## config.mk

```make
export PLATFORM = sky130hd
export DESIGN_NAME = cnt_stream_gen_t2
export DESIGN_NICKNAME = d
export VERILOG_FILES = /design/src/rtl/stream_test_pkg.sv /design/src/rtl/cnt_stream_gen_t2.sv
export SDC_FILE = /design/constraint.sdc
export NUM_CORES = 1
export LEC_CHECK = 0
export ABC_AREA = 1
export CORE_AREA = 2 2 126 128
export DETAILED_ROUTE_END_ITERATION = 8
export DIE_AREA = 0 0 128 130
export HOLD_SLACK_MARGIN = 0.02
export PLACE_DENSITY = 0.61
export RECOVER_POWER = 50
export SLEW_MARGIN = 20
export SYNTH_ARGS = -nofsm -noshare
export SYNTH_HDL_FRONTEND = slang
export SYNTH_SLANG_ARGS = --single-unit
```

## constraint.sdc

```tcl
create_clock -name clk -period 2.75 [get_ports clk]
set_clock_uncertainty 0.05 [all_clocks]
set_input_delay 0.4125 -clock clk [delete_from_list [all_inputs] [get_ports clk]]
set_output_delay 0.4125 -clock clk [all_outputs]
set_load 0.02 [all_outputs]
```

## src/rtl/stream_test_pkg.sv

```systemverilog
// Shared constants and state encoding for the SDRAM stream test.
// The write-side generator and the read-back checker both import this package.
package stream_test_pkg;

  localparam int unsigned HALF_W = 16;
  localparam int unsigned WORD_W = 2 * HALF_W;

  typedef enum logic [1:0] {
    IDLE = 2'd0,
    HI   = 2'd1,
    LO   = 2'd2,
    DONE = 2'd3
  } state_e;

endpackage

```

## src/rtl/cnt_stream_gen_t2.sv

```systemverilog
// Stream source: emits 32-bit counter words as high/low 16-bit beats with backpressure,
// stop-at-word-boundary and single-shot error injection.
module cnt_stream_gen_t2 #(
  parameter int unsigned HALF_W = stream_test_pkg::HALF_W,
  parameter int unsigned WORD_W = stream_test_pkg::WORD_W,
  parameter int unsigned LEN    = 1024,
  parameter int unsigned CNT_W  = 32
) (
  input  logic              clk,
  input  logic              rst_n,
  input  logic              start,
  input  logic              stop,
  input  logic [WORD_W-1:0] seed,
  input  logic              full,
  input  logic              inject_err,
  output logic [HALF_W-1:0] data,
  output logic              wren,
  output logic              busy,
  output logic              done,
  output logic [CNT_W-1:0]  words_sent
);

  import stream_test_pkg::*;

  state_e              state_q, state_d;
  logic [WORD_W-1:0]   value_q, value_d;
  logic [CNT_W-1:0]    words_q, words_d;
  logic [HALF_W-1:0]   data_q, data_d;
  logic                wren_q, wren_d;
  logic                busy_q, busy_d;
  logic                done_q, done_d;
  logic                err_pend_q, err_pend_d;
  logic                stop_pend_q, stop_pend_d;
  logic                len_hit;
  logic                end_run;

  assign len_hit = (LEN != 0) && (words_q == CNT_W'(LEN));
  assign end_run = stop || stop_pend_q || len_hit;

  // Next-state and registered-output logic
  always_comb begin
    state_d     = state_q;
    value_d     = value_q;
    words_d     = words_q;
    data_d      = data_q;
    wren_d      = 1'b0;
    busy_d      = busy_q;
    done_d      = 1'b0;
    err_pend_d  = err_pend_q;
    stop_pend_d = stop_pend_q;

    // Stop requests arriving mid-word are remembered until the next high-half slot.
    if (busy_q && stop) begin
      stop_pend_d = 1'b1;
    end
    if ((state_q == HI || state_q == LO) && inject_err) begin
      err_pend_d = 1'b1;
    end

    unique case (state_q)
      IDLE: begin
        stop_pend_d = 1'b0;
        if (start) begin
          value_d    = seed;
          words_d    = '0;
          busy_d     = 1'b1;
          err_pend_d = 1'b0;
          state_d    = HI;
        end
      end
      HI: begin
        if (end_run) begin
          state_d = DONE;
        end else if (!full) begin
          data_d  = value_q[WORD_W-1 -: HALF_W];
          wren_d  = 1'b1;
          state_d = LO;
        end
      end
      LO: begin
        if (!full) begin
          data_d     = value_q[HALF_W-1:0];
          wren_d     = 1'b1;
          words_d    = words_q + CNT_W'(1);
          value_d    = value_q + (err_pend_q ? WORD_W'(2) : WORD_W'(1));
          err_pend_d = inject_err;
          state_d    = HI;
        end
      end
      DONE: begin
        done_d      = 1'b1;
        busy_d      = 1'b0;
        stop_pend_d = 1'b0;
        state_d     = IDLE;
      end
      default: state_d = IDLE;
    endcase
  end

  always_ff @(posedge clk or negedge rst_n) begin
    if (!rst_n) begin
      state_q     <= IDLE;
      value_q     <= '0;
      words_q     <= '0;
      data_q      <= '0;
      wren_q      <= 1'b0;
      busy_q      <= 1'b0;
      done_q      <= 1'b0;
      err_pend_q  <= 1'b0;
      stop_pend_q <= 1'b0;
    end else begin
      state_q     <= state_d;
      value_q     <= value_d;
      words_q     <= words_d;
      data_q      <= data_d;
      wren_q      <= wren_d;
      busy_q      <= busy_d;
      done_q      <= done_d;
      err_pend_q  <= err_pend_d;
      stop_pend_q <= stop_pend_d;
    end
  end

  assign data       = data_q;
  assign wren       = wren_q;
  assign busy       = busy_q;
  assign done       = done_q;
  assign words_sent = words_q;

endmodule
```

# Yosys cells after proc, flatten, opt, wreduce, memory -nomap -nowiden
# Cells that the tools add are included.
[classes]
n_div = 0
mux = 28
n_shift = 0
bitwise = 0
reduce_logical = 15
magnitude_cmp = 0
multipliers = 0
addsub = 2
n_eq_ne = 9
[ops]
columns = ["operator", "count"]
rows = [
  ["two-way mux 32 bit", 4],
  ["case mux 32 bit (2 select lines)", 2],
  ["two-way mux 16 bit", 3],
  ["adder 32 x 1 -> 32 bit, second input constant", 1],
  ["adder 32 x 2 -> 32 bit", 1],
  ["equality test 32 x 11 -> 1 bit, second input constant", 1],
  ["case mux 16 bit (2 select lines)", 1],
  ["two-way mux 2 bit", 5],
  ["two-way mux 1 bit", 9],
  ["inequality test 2 bit, second input constant", 4],
  ["case mux 2 bit (4 select lines)", 1],
  ["nonzero test 2 bit", 4],
  ["case mux 1 bit (2 select lines)", 3],
  ["AND reduction 3 bit", 2],
  ["equality test 2 bit, second input constant", 2],
  ["AND reduction 4 bit", 1],
  ["logical OR 1 bit", 3],
  ["inequality test 3 bit, second input constant", 1],
  ["equality test 2 x 1 -> 1 bit, second input constant", 1],
  ["logical AND 1 bit", 2],
  ["logical NOT 2 bit", 1],
  ["AND reduction 2 bit", 1],
  ["OR reduction 2 bit", 1],
]
[word_totals]
inputBits = 38
memories = 0
reg_bits = 87
word_cells = 63
latch_bits = 0
rom_bits = 0
ram_bits = 0

# Depth between registers and ports, before layout
[depth]
word_depth = 6
depth_mapped = 14
ltp_nobuf = 14

# Worst setup path after synthesis
# Ideal clock, no wire load.
[synth_timing]
path_kind = "register to register"
startpoint = "register err_pend_q"
endpoint = "register value_q[10]"
setup_slack_ns = 0.690
path_buffers = 0
path_stages_with_launch = 13
required_ns = 2.576
arrival_ns = 1.886
setup_ns = 0.124
cell_sequence = "dfrtp_1 > inv_1 > ha_1 > inv_1 > fa_1 > nor2_1 > nand2_1 > inv_1 > nand2_1 > nor2_1 > nand2_1 > o211ai_1 > nand2_1"
[synth_between]
elab_chain_len = 4
[synth_rtl]
columns = ["item", "line", "text"]
rows = [
  ["from (decl)", "cnt_stream_gen_t2.sv:32", "logic err_pend_q, err_pend_d;"],
  ["from (signal assigned)", "cnt_stream_gen_t2.sv:119", "err_pend_q <= err_pend_d;"],
  ["two-way mux 2 bit", "cnt_stream_gen_t2.sv:85", "value_d = value_q + (err_pend_q ? WORD_W'(2) : WORD_W'(1));"],
  ["adder 32 x 2 -> 32 bit", "cnt_stream_gen_t2.sv:85", ""],
  ["two-way mux 32 bit", "cnt_stream_gen_t2.sv:81", "if (!full) begin"],
  ["case mux 32 bit (2 select lines)", "cnt_stream_gen_t2.sv:60", "unique case (state_q)"],
  ["to (signal assigned)", "cnt_stream_gen_t2.sv:113", "value_q <= value_d;"],
  ["to (decl)", "cnt_stream_gen_t2.sv:26", "logic [WORD_W-1:0] value_q, value_d;"],
]
# Every way passes these cells. The select of a mux whose other input is x is not followed.
# A chain may end at the register's enable or synchronous reset.

# Worst setup path in the final report
# Same ends and word-level chain as after synthesis.

==> impl_metrics.py <==
metrics = {
    "status": {
        "status": "finished clean",
    },
    "routing": {
        "vias": 6211,
        "first_pass_iters": 5,
        "drt_wl_total_mm": 17.92,
        "vias_per_cell": 5.154,
        "drt_iter0_drc": 485,
        "drc": 0,
        "wire_per_inst_um": 14.87,
        "ant_nets": 0,
    },
    "timing": {
        "timing.final.ws_setup_ns": 0.4201,
        "final_hold_viol_count": 0,
        "finalSetupTns_ns": 0,
        "slew_violations": 0,
        "setup_viol": 0,
        "slew_headroom_pct": 29.77,
        "min_period_over_period_pct": 84.72,
        "worst_pin_slew_ns": 1.053,
        "rsz0062_at_grt": "no",
        "max_clock_freq_mhz": 429.2,
        "period_minus_slack_ns": 2.330,
    },
    "cts": {
        "cts.path.max_buffers": 2,
        "htree_levels": 3,
        "hold_buffers": 1,
        "cts_buffers": 9,
        "post-cts-setup-buffer-count": 0,
        "worst_skew_pair.late_latency_ns": 0.35,
        "cts_tree": "yes",
        "root_buffer": "clkbuf_16",
        "cts_resized": 0,
        "clk_pin_slew_worst_paths_ns": 0.07,
        "cts.sinks": 87,
    },
    "yosys": {
        "yosys.area_share.xor_xnor_pct": 0.5874,
        "synth_top_family_by_area": "simple AND/OR/NAND/NOR gates",
        "synthTopCellsByCount": "341 x nand2_1, 123 x nor2_1, 87 x dfrtp_1",
        "synth_edf_count": 0,
        "synth_top_area_share_pct": 36.50,
        "yosys_most_used_dff": "dfrtp_1",
        "synthArstFlopShare_pct": 100.0,
        "synth_seq_cells": 87,
        "synth.most_common_cell": "nand2_1",
        "synth_top_cell_by_area": "dfrtp_1",
        "synth.cell_area_mm2": 0.005964,
        "synth-compound-area-share_pct": 7.741,
        "avgSynthCellArea_um2": 6.441,
        "syn_nets": 973,
        "synthTopCellsByArea": "dfrtp_1 37%, nand2_1 21%, nor2_1 7.7%, nand3_1 6.8%, inv_1 5.4%",
        "synth.mux.area_fraction_pct": 0.1678,
        "ys_seq_area_share_pct": 36.50,
        "synth_cell_types": 43,
        "ys_warn_count": 0,
        "synthAdderAreaFrac_pct": 2.014,
        "synthCells": 926,
        "synth-simple-area-share_pct": 44.41,
    },
    "critical_path": {
        "crit_fanout": 4,
        "r2r_end": "value_q[10]$_DFFE_PN0P_",
        "path_cells": "inv_1, ha_1, inv_1, fa_1, nor2_1, nand2_1, inv_1, nand2_1, nor2_1, nand2_1, o211ai_1, nand2_1",
        "worstSetupEndpointType": "register",
        "r2r_start": "err_pend_q$_DFF_PN0_",
        "timing.critical_path.required_ns": 2.94,
        "reg2reg_depth": 12,
        "max_stage_delay_ns": 0.40,
        "rrSetupSlack_ns": 0.42,
        "slowest_stage": "fa_1",
        "critPathLaunchType": "register",
        "path_delay_family": "simple AND/OR/NAND/NOR gates",
        "critical_path_class": "register to register",
        "worstPathArrival_ns": 2.52,
        "critPathBufInv": 3,
        "cp_common_cell": "nand2_1",
    },
    "global_routing": {
        "grt_pass1_wl_mm": 29.16,
        "gr-total-overflow": 0,
        "met1_usage_pct": 31.85,
        "gr-usage-met2_pct": 34.00,
        "grt_pass1_vias": 5785,
        "grt_max_degree": 77,
        "busiest_layer": "met2",
        "grt_antenna_before_repair": 0,
        "met3_usage_pct": 3.444,
        "grt_usage_pct": 22.19,
    },
    "power": {
        "p_comb_share_pct": 49.1,
        "switching_power_mw": 3.119,
        "sequentialPowerShare_pct": 32.4,
        "p_sw_share_pct": 47.65,
        "powerDensity_mw_per_mm2": 896.2,
        "p_int_mw": 3.427,
        "p_leak_nw": 3.386,
        "p_clk_share_pct": 18.5,
        "peakVddDrop_v": 0.0003955,
        "p_total_mw": 6.545,
    },
    "layout": {
        "nNetsFinal": 1055,
        "synthToLayoutAreaGrowth_pct": 22.45,
        "drive_gt1_share_pct": 7.009,
        "fin_util_pct": 47.35,
        "antenna_cells": 0,
    },
    "worst_hold_path": {
        "hold_end": "data[2]$_DFFE_PN0P_",
        "hp-class": "register to register",
        "worstHoldStart": "data[2]$_DFFE_PN0P_",
        "min_path_cells": 2,
    },
    "die": {
        "start_util_pct": 38.67,
        "core_area_mm2": 0.01542,
        "num_rows": 46,
        "dieArea_mm2": 0.01664,
        "die_x_um": 128,
        "io_pins": 89,
        "die-height_um": 130,
    },
    "placement": {
        "post-dp-hpwl_mm": 13.59,
        "portBuffers": 88,
        "place_ws_ns": 0.4397,
        "place_congestion": 0.9406,
    },
    "flow_run": {
        "max_cap_violations": 0,
    },
}
[state kept, by name (all words and copies together), names as in the netlist]
name	cells
busy	1
data	16
done	1
err_pend_q	1
state_q	2
stop_pend_q	1
value_q	32
words_sent	32
wren	1
[worst max-delay path by stage]
stage / from / endpoint / depth (start not counted)
after floorplan: err_pend_q$_DFF_PN0_ / value_q[10]$_DFFE_PN0P_ / 12
after CTS: err_pend_q$_DFF_PN0_ / value_q[10]$_DFFE_PN0P_ / 12
final: err_pend_q$_DFF_PN0_ / value_q[10]$_DFFE_PN0P_ / 12
after global placement: err_pend_q$_DFF_PN0_ / value_q[16]$_DFFE_PN0P_ / 13
after detailed placement: err_pend_q$_DFF_PN0_ / value_q[10]$_DFFE_PN0P_ / 12
after global routing: rst_n / data[5]$_DFFE_PN0P_ / 3
[kinds of logic (layout without fill, tap and decap cells)]
| group | after synthesis | count (layout) |
|---|---|---|
| fa+ha+maj | 9 | 9 |
| xor+xnor | 4 | 4 |
| flops | 87 | 87 |
| buf+inv | 124 | 211 |
| simple gates | 620 | 620 |
| compound gates | 81 | 81 |
| mux | 1 | 1 |
[area by class of cell]
class | count | area (um2)
Timing Repair Buffer | 98 | 960.9
Tap cell | 192 | 240.2
Fill cell | 1654 | 8122
Sequential cell | 87 | 2177
Clock inverter | 6 | 43.79
Clock buffer | 10 | 239.0
Multi-Input combinational cell | 715 | 3278
Inverter | 97 | 364.1
[metal layers]
metal | vias up | part of all wire (%)
met5 | - | 0
met4 | 0 | 2.4
met3 | 27 | 5.0
met2 | 186 | 45
met1 | 2885 | 48
li1 | 3113 | -
[through the flow]
stage	instance area [um2]	hold WS (ns)	instances
final	7303	0.4264	1205
after global routing	7303	0.4464	1205
after CTS	7323	0.4322	1205
after detailed placement	7030	0.3832	1188
after global placement	7030	0.3778	1188
after floorplan	5964	0.06691	926
[layout by cell type (no fill, tap or decap), types with 2 or more instances in the layout]
cell type,n
nor2_1,123
nor3_1,27
inv_2,11
dfrtp_1,87
o22ai_1,4
inv_6,2
nand2_2,12
inv_1,86
clkbuf_16,9
nor3_2,6
nand2_1,341
o211ai_1,6
a21boi_0,2
a21oi_1,19
nor2_2,8
buf_4,6
clkdlybuf4s50_1,66
nand4_1,14
dlygate4sd3_1,22
ha_1,7
nand3_1,81
clkbuf_2,3
o21ai_0,38
a31oi_1,2
xor2_1,3
clkinv_2,2
o21ai_1,4
[worst min-delay path: stages (launching register included)]
cell and delay [ns]:
dfrtp_1 0.35, nand2_1 0.05, nand2_1 0.04
[power groups by stage]
stage          Clock (mW)  Sequential (mW)  Combinational, mW
4_1_cts              1.24             2.12               3.27
3_3_place_gp            0             2.14               3.22
5_1_grt              1.28             2.18               3.65
2_1_floorplan           0             2.18               2.16
3_5_place_dp            0             2.14               3.26
6_report             1.21             2.12               3.21
Note: power is estimated with default switching activity, not from simulation.
==> variant 1 (same settings) <==
The parameter `CNT_W` goes from 32 to 48.
--- a/src/rtl/cnt_stream_gen_t2.sv
+++ b/src/rtl/cnt_stream_gen_t2.sv
@@ -4,7 +4,7 @@
   parameter int unsigned HALF_W = stream_test_pkg::HALF_W,
   parameter int unsigned WORD_W = stream_test_pkg::WORD_W,
   parameter int unsigned LEN    = 1024,
-  parameter int unsigned CNT_W  = 32
+  parameter int unsigned CNT_W  = 48
 ) (
   input  logic              clk,
   input  logic              rst_n,
Interface: changed (resized words_sent); port bits go from 89 to 105. No check against the original RTL was run, so the function may have changed too.
==> variant 1 against the original RTL <==
Global-route usage is 3.5 points higher. Wire length is 17% higher. Setup slack worse by 0.098 ns. Final area is 15% higher. Final cell count is 12% higher. Sequential cell count is 16 higher. Synthesized area is 15% higher. Critical path type unchanged. Power is 4.7% higher.
==> variant 1: results (changes against the original RTL) <==
run status finished clean (unchanged); pin slew with the least headroom to its limit 1.236 ns (was 1.053 ns); wl on met1 9625 um (was 8516 um); # fillers 1585 (was 1654); register area share after synthesis 0.3751 (was 0.3650); GRT Util Overall 0.2567 (was 0.2219); hold path start data[11]$_DFFE_PN0P_ (was data[2]$_DFFE_PN0P_); multiplexer share of the synthesized area 0.001457 (was 0.001678); first-pass GRT wire length 33490 um (was 29160 um); met2 Track Usage GR 0.4221 (was 0.3400); Post-Synth XOR/XNOR Area 0.003824 (was 0.005874); Synth cell types 45 (was 43); Reg area 2577 um^2 (was 2177 um^2); DR WL/cell 15.50 um (was 14.87 um); highest clock rate 0.4118 GHz (was 0.4292 GHz); PortBufs 104 (was 88); vias per cell 5.257 (was 5.154); placed cell area 8128 um^2 (was 7030 um^2); DRT Pass-1 Iters 9 (was 5); hold_ws 0.4221 ns (was 0.4264 ns); Post-Syn Nets 1095 (was 973); met2 routed WL 9842 um (was 8085 um); met3 wire length 873 um (was 893 um); Post-Synth Adder-Cell Area 0.01748 (was 0.02014); number of global-route vias before repair 6284 (was 5785); worst reg-to-reg path cell count 14 (was 12); Final #Nets 1197 (was 1055); Synth Area in Compound Gates 0.1065 (was 0.07741); Peak supply drop 0.0006915 V (was 0.0003955 V); Detail Placement HPWL 16020 um (was 13590 um); pre-CTS WS 0.3225 ns (was 0.4397 ns); grt met3 use 0.03157 (was 0.03444)
## variant 1: cell types whose count changed after synthesis, moves of 15 or more
cell     unedited run  this run
nand2_1           341       314
nand4_1            14        35
nor2_1            123       184
a21oi_1            19        34
dfrtp_1            87       103
inv_1              86       107
o21ai_0            38        68
## variant 1: cells by family (layout without fill, tap and decap cells)
logic type / after synthesis / after routing
and+or+nand+nor: 665 / 665
buffers and inverters: 135 / 242
AOI/OAI and AO/OA: 132 / 132
DFF: 103 / 103
adders and majority gates: 9 / 9
xor gates and xnor gates: 3 / 3
muxes: 1 / 1
## variant 1: cell type report
cell class	instances	share of cell area
multi-input combinational	810	0.4462
sequential	103	0.3059
timing repair buffer	117	0.1345
inverter	109	0.04856
tap	192	0.02851
clock buffer	9	0.02673
clock inverter	7	0.009504
## variant 1: power breakdown
group,internal (mW),switching (mW)
Clock,0.717,0.645
Combinational,1.06,2.06
Sequential,1.93,0.441
## variant 1: what timing repair did
action,CTS,global route
hold buffers,1,0
endpoints found under the hold margin,30,0
gates resized for setup,0,0
==> variant 2 (config.mk and constraints unchanged) <==
Without the edit above. `words_q` no longer has a reset.
--- a/src/rtl/cnt_stream_gen_t2.sv
+++ b/src/rtl/cnt_stream_gen_t2.sv
@@ -101,7 +101,6 @@
     if (!rst_n) begin
       state_q     <= IDLE;
       value_q     <= '0;
-      words_q     <= '0;
       data_q      <= '0;
       wren_q      <= 1'b0;
       busy_q      <= 1'b0;
@@ -111,7 +110,6 @@
     end else begin
       state_q     <= state_d;
       value_q     <= value_d;
-      words_q     <= words_d;
       data_q      <= data_d;
       wren_q      <= wren_d;
       busy_q      <= busy_d;
@@ -121,6 +119,10 @@
     end
   end
 
+  always_ff @(posedge clk) begin
+    words_q <= words_d;
+  end
+
   assign data       = data_q;
   assign wren       = wren_q;
   assign busy       = busy_q;
Function: differs if rst_n is asserted again (counterexample within 4 cycles, from zero or initial values and one cycle with rst_n low); with rst_n held inactive, the same outputs for 4 cycles.
==> variant 2 against the original RTL <==
Final area decreased by 2.6%. Sequential cell count unchanged. Critical endpoint is now value_q[30]$_DFFE_PN0P_. Critical path depth grew 2. Wire length is 9.0% lower. The run now ends with capacitance limit, slew limit left. Largest power group unchanged. Synthesized area fell by 3.4%. Highest routed layer unchanged. Global-route usage shrank 2.1 points. Setup slack worse by 0.045 ns. Core utilization fell by 1.2 points. Power increased by 25%.
==> variant 2: results (changes against the original RTL) <==
run status finished, violations left (was finished clean); failing checks capacitance limit, slew limit; placed cell area 6844 um^2 (was 7030 um^2); buffering overhead 0.1310 (was 0.1316); Synth cell types 39 (was 43); pre-CTS WS 0.4046 ns (was 0.4397 ns); clock-cell share of area 0.04168 (was 0.03872); Buffers, non-clock 97 (was 98); largest net degree at the start of global routing 47 (was 77); Layout Cells excl Fill 1138 (was 1205); footprint of the multi-input gates 2967 um^2 (was 3278 um^2); GRT Util Overall 0.2011 (was 0.2219); Post-Synth XOR/XNOR Area 0.003041 (was 0.005874); MaxCap Viol Count 1 (was 0); max-slew violations 28 (was 0); register area share after synthesis 0.4057 (was 0.3650); met3 wire length 729 um (was 893 um); layout cells sized above 1 0.03911 (was 0.07009); most frequent cells after synthesis nand2_1 (303), nor2_1 (108), inv_1 (90) (was nand2_1 (341), nor2_1 (123), dfrtp_1 (87)); final sequential cell count 87 (unchanged); Reg area 2337 um^2 (was 2177 um^2); via count 5657 (was 6211); inverter count 91 (was 97); Post-Syn Instances 857 (was 926); Worst slew margin -0.02782 (was 0.2977); grt met3 use 0.02993 (was 0.03444); met2 Track Usage GR 0.3319 (was 0.3400); Post-Syn Nets 904 (was 973); critical path's slowest cell dfrtp_1 (was fa_1); final WL 16300 um (was 17920 um); EDFF count, synth 32 (was 0); Multi-In Gates 655 (was 715); highest clock rate 0.4210 GHz (was 0.4292 GHz); Post-Synth Adder-Cell Area 0.02085 (was 0.02014); Detail Placement HPWL 12440 um (was 13590 um)
variant 2: cell types whose count changed after synthesis, sizes merged, moves of 3 or more:
| cell | change |
|---|---|
| nand3 | -6 |
| nand4 | -10 |
| dfrtp | -32 |
| buf | -4 |
| nor3 | -6 |
| and2 | +3 |
| inv | -6 |
| a21oi | +18 |
| nand2 | -48 |
| nor2 | -19 |
| edfxtp | +32 |
| nand3b | +3 |
| o21ai | +11 |
variant 2: critical path: cells and delay by family, from the launching register on:
| kind | cells | cell delay (ns) |
|---|---|---|
| DFF | 1 | 0.40 |
| buffers and inverters | 4 | 0.38 |
| and+or+nand+nor | 8 | 0.90 |
| adders and majority gates | 2 | 0.56 |
variant 2: power groups by stage:
stage | clock, mW | combinational, mW | sequential, mW
2_1_floorplan | 0 | 2.37 | 3.06
3_3_place_gp | 0 | 4.23 | 2.84
3_5_place_dp | 0 | 4.27 | 2.83
4_1_cts | 1.28 | 4.27 | 2.81
5_1_grt | 1.33 | 4.66 | 2.91
6_report | 1.25 | 4.16 | 2.80
